$ cat config.mk
export PLATFORM = sky130hd
export DESIGN_NAME = serial_receiver
export DESIGN_NICKNAME = d
export VERILOG_FILES = /design/src/rtl/serial_receiver.sv
export SDC_FILE = /design/constraint.sdc
export NUM_CORES = 1
export LEC_CHECK = 0
export ABC_AREA = 1
export BUFFER_PORTS_ARGS = -buffer_cell sky130_fd_sc_hd__buf_4
export CAP_MARGIN = 20
export CORE_MARGIN = 1
export CORE_UTILIZATION = 60
export DETAILED_ROUTE_END_ITERATION = 7
export PLACE_DENSITY = 0.82
export SYNTH_ARGS = -nofsm -noshare
export SYNTH_HDL_FRONTEND = slang
export SYNTH_SLANG_ARGS = --single-unit
export TNS_END_PERCENT = 1
$ cat constraint.sdc
create_clock -name clk -period 2.3 [get_ports clk]
set_input_delay 0.115 -clock clk [delete_from_list [all_inputs] [get_ports clk]]
set_output_delay 0.115 -clock clk [all_outputs]
set_load 0.01 [all_outputs]
$ cat src/rtl/serial_receiver.sv
// rtl/serial_receiver.sv - 1-wire serial frame receiver: start, 7 data LSB first, even parity, stop
module serial_receiver #(
    parameter int CLKS_PER_BIT = 1
) (
    input  logic       clk,
    input  logic       rstn,
    input  logic       serial_in,
    output logic [6:0] data_out,
    output logic       valid,
    output logic       parity_err,
    output logic       frame_err,
    output logic       busy
);
    localparam int CW = $clog2(CLKS_PER_BIT) + 1;
    localparam logic [CW-1:0] MID  = CW'(CLKS_PER_BIT / 2);
    localparam logic [CW-1:0] LAST = CW'(CLKS_PER_BIT - 1);

    typedef enum logic [2:0] {IDLE, START, DATA, STOP, WAIT_HI} state_t;

    state_t        state;
    state_t        state_next;
    logic [CW-1:0] cnt;
    logic [2:0]    bit_cnt;
    logic [7:0]    sr;
    logic          at_mid;
    logic          at_last;

    assign at_mid  = (cnt == MID);
    assign at_last = (cnt == LAST);

    // cnt holds the offset within the current bit cell of the edge being evaluated
    always_ff @(posedge clk) begin
        if (!rstn) begin
            state      <= IDLE;
            cnt        <= '0;
            bit_cnt    <= '0;
            sr         <= '0;
            data_out   <= '0;
            valid      <= 1'b0;
            parity_err <= 1'b0;
            frame_err  <= 1'b0;
        end else begin
            state     <= state_next;
            valid     <= 1'b0;
            frame_err <= 1'b0;

            if (state == IDLE)
                cnt <= (state_next == START) ? CW'(1) : '0;
            else if (state_next != state || at_last)
                cnt <= '0;
            else
                cnt <= cnt + CW'(1);

            if (state == IDLE)
                bit_cnt <= '0;
            else if (state == DATA && at_last)
                bit_cnt <= bit_cnt + 3'd1;

            if (state == DATA && at_mid)
                sr[bit_cnt] <= serial_in;

            if (state == STOP && at_mid) begin
                data_out <= sr[6:0];
                if (serial_in) begin
                    valid      <= 1'b1;
                    parity_err <= ^sr;
                end else begin
                    frame_err  <= 1'b1;
                end
            end
        end
    end

    always_comb begin
        state_next = state;
        case (state)
            IDLE: begin
                // With one clock per bit the start sample is also its mid-cell check
                if (!serial_in)
                    state_next = (CLKS_PER_BIT == 1) ? DATA : START;
            end
            START: begin
                if (at_mid && serial_in)
                    state_next = IDLE;
                else if (at_last)
                    state_next = DATA;
            end
            DATA: begin
                if (at_last && bit_cnt == 3'd7)
                    state_next = STOP;
            end
            STOP: begin
                if (at_mid)
                    state_next = serial_in ? IDLE : WAIT_HI;
            end
            WAIT_HI: begin
                if (serial_in)
                    state_next = IDLE;
            end
            default: state_next = IDLE;
        endcase
    end

    always_comb begin
        busy = (state != IDLE);
    end
endmodule

==> summary.md <==
| Metric | Value |
|---|---|
| Fraction of layout cells with a size suffix above 1 | 0.151 |
| Max VDD drop | 0.000362 V |
| Detailed-route DRC error count | 0 |
| Final hold viol count | 0 |
| Mapped Nets | 176 |
| Synth-to-Final Area Change | 12.1% |
| Clock sinks | 25 |
| Clock skew | 0.00325 ns |
| Worst r2r path cells | 8 |
| Fmax | 0.757 GHz |
| Commonest non-fill, non-tap cell in the layout | nand2_1 |
| WHS | 0.0400 ns |
| Post_cts resized | 0 |
| DPL Wire Length | 1810 um |
| Post-route ant nets | 0 |
| Clk pwr share | 0.284 |
| Cell Pwr Density | 512 mW/mm^2 |
| CP endpoint kind | output pin |
| Slowest library cell on the worst path | dfxtp_1 |
| Syn Area/Cell | 6.97 um^2 |
| Setup repair bufs after CTS | 0 |
| Setup-failing EPs final | 0 |
| Setup WS post-layout | 0.979 ns |
| Worst setup SP type | flip-flop |
| Vias | 1095 |
| Ys Warns | 0 |
| Die Wd | 46.6 um |
| Die Ht | 46.6 um |
| Placed Instances | 207 |
| 1st-pass router iterations | 4 |
| Internal Pwr Total | 0.000521 W |
| Leakage | 0.615 nW |
| All-Layer GR Usage | 0.264 |
| Largest net degree at the start of global routing | 18 |
| Worst Hold Path Cells | 2 |
| Flop and latch count out of synthesis | 25 |
| CP required | 2.18 ns |
| Final Cell Area | 0.00134 mm^2 |
| Crit share post-route | 0.574 |
| Psw | 0.000163 W |
| Placement Setup Slack | 1.04 ns |
| Mapped Area | 0.00119 mm^2 |
| Flop pwr share | 0.650 |
| # IOs | 14 |
| Synth unique cells | 27 |
| Layout Nets | 192 |
| Fin cells | 211 |
| Initial antenna violation count | 0 |
| Die ar. | 0.00217 mm^2 |
| Max-cap viol count | 0 |
| Worst Path Buf+Inv | 2 |
| Avg Vias per Cell | 5.19 |
| WL/cell | 11.4 um |
| Critical path type | flip-flop to output pin |
| Detailed Route Iter0 Violations | 29 |
| Combinational share of power | 0.066 |
| Diodes inserted | 0 |
| Min Tclk post-route | 1.32 ns |
| GRT overflow | 0 |
| Sw Ratio | 0.239 |
| Routed wire length | 2410 um |
| Crit path depth | 3 |
| Post-synthesis sequential area ratio | 0.420 |
| Clk buf depth | 2 |
| Crit path DAT | 1.21 ns |
| CTS clk-pin slew, worst paths | 0.13 ns |
| Status | finished clean |
| Root buffer cell | clkbuf_4 |
| Starting density of the core | 0.661 |
| Core area | 0.00180 mm^2 |
| Placed Area | 0.00131 mm^2 |
| Num CTS Buffers | 3 |
| Vias in the first global route | 996 |
| Routability congestion estimate | 0.839 |
| RSZ-0062 raised after global routing | no |
| Max Slew Vio Count | 0 |
| Crit path max-delay family | flip-flops |
| Hold Buf Count CTS | 0 |
| Worst path max stage delay | 0.38 ns |
| Skew-Pair Late Insertion Delay | 0.32 ns |
| First-pass GRT wire length | 4080 um |
| Rows | 15 |
| CTS tree | yes |
| PortBufs | 13 |
| Syn Inst Count | 171 |
| Most frequent cells in the layout | nand2_1, dfxtp_1, nor2_1 |
| Crit-path max FO | 6 |
| Setup_tns | 0 ns |
| CP Cell Sequence | nor3_1, inv_1, buf_4 |
| H-tree depth | 1 |
| Hold crit path type | primary input to flip-flop |
| Fill count | 162 |
-- sequential cells by signal (all words and copies together), names as in the netlist --
signal and flops:
parity_err 1, data_out 7, state 3, bit_cnt 3, sr 8, cnt 1
frame_err 1, valid 1
-- worst register-to-register path: stages (launching register included) --
cell and delay (ns):
dfxtp_1 0.45, nand2_2 0.10, nor3_4 0.10, buf_4 0.23, nand2_1 0.11, inv_1 0.06
nand3_1 0.07, nand2_1 0.05, inv_1 0.03
-- power groups by stage --
stage                     Sequential (W)  Combinational, W  Clock (W)
final                           0.000445         0.0000451   0.000194
after global routing            0.000445         0.0000512   0.000214
after CTS                       0.000444         0.0000453   0.000201
after detailed placement        0.000454         0.0000452          0
after global placement          0.000453         0.0000429          0
after floorplan                 0.000453         0.0000320          0
-- final cells by class --
cell class	instances	area, um^2	share of cell area
tap	25	31.3	0.0234
sequential	25	500	0.375
inverter	24	92.6	0.0694
clock buffer	4	26.3	0.0197
multi-input combinational	119	579	0.434
timing repair buffer	14	105	0.0787
-- synthesized netlist by cell type --
master / number / area, um^2
buf_6: 1 / 11.3
o211ai_1: 1 / 7.51
nand2_4: 2 / 22.5
nor2_1: 23 / 86.3
nand2_1: 43 / 161
inv_1: 21 / 78.8
xnor2_1: 1 / 8.76
nor3_4: 1 / 16.3
o21ai_0: 7 / 35.0
nand2_2: 1 / 6.26
nand3_2: 1 / 10.0
o21ai_2: 1 / 8.76
conb_1: 1 / 3.75
a21oi_2: 2 / 17.5
inv_2: 2 / 7.51
nor4_1: 1 / 6.26
dfxtp_1: 25 / 500
nand3_1: 3 / 15.0
nand4_1: 1 / 6.26
nor3_1: 8 / 40.0
ha_1: 2 / 25.0
inv_4: 1 / 6.26
clkbuf_1: 1 / 3.75
a21oi_1: 12 / 60.1
buf_1: 1 / 3.75
a211oi_1: 1 / 7.51
o21ai_1: 7 / 35.0
-- stage by stage --
step / power, W / util
global route: 0.000710 / 0.741
finish: 0.000684 / 0.741
global placement: 0.000496 / 0.726
CTS: 0.000691 / 0.741
detailed placement: 0.000499 / 0.726
floorplan: 0.000485 / -
-- worst paths after layout --
path	start	to	slack, ns
max	state[0]$_SDFF_PN0_	busy	0.98
max reg2reg	state[1]$_SDFF_PN0_	parity_err$_SDFFE_PN0P_	1.01
min	serial_in	frame_err$_SDFF_PN0_	0.04
min reg2reg	sr[4]$_SDFFE_PN0P_	data_out[4]$_SDFFE_PN0P_	0.52
-- layer usage --
layer  wire, um  GRT usage  vias up  share of wire
li1           -          -      573              -
met1       1090      0.316      488           0.45
met2       1200      0.478       31           0.50
met3        108     0.0353        3          0.045
met4         17     0.0824        0         0.0070
met5          0          0        -              0
-- cells by family (layout without fill, tap and decap cells) --
family,Yosys count,count (layout),share of synthesized area
AND/OR/NAND/NOR,84,84,0.311
AO/OA/AOI/OAI,31,31,0.144
buffers and inverters,27,42,0.0935
flip-flops,25,25,0.420
adder cells (fa/ha/maj),2,2,0.0210
other,1,1,0.00315
XOR/XNOR,1,1,0.00735
No activity file was read; power rests on OpenSTA's default activity.
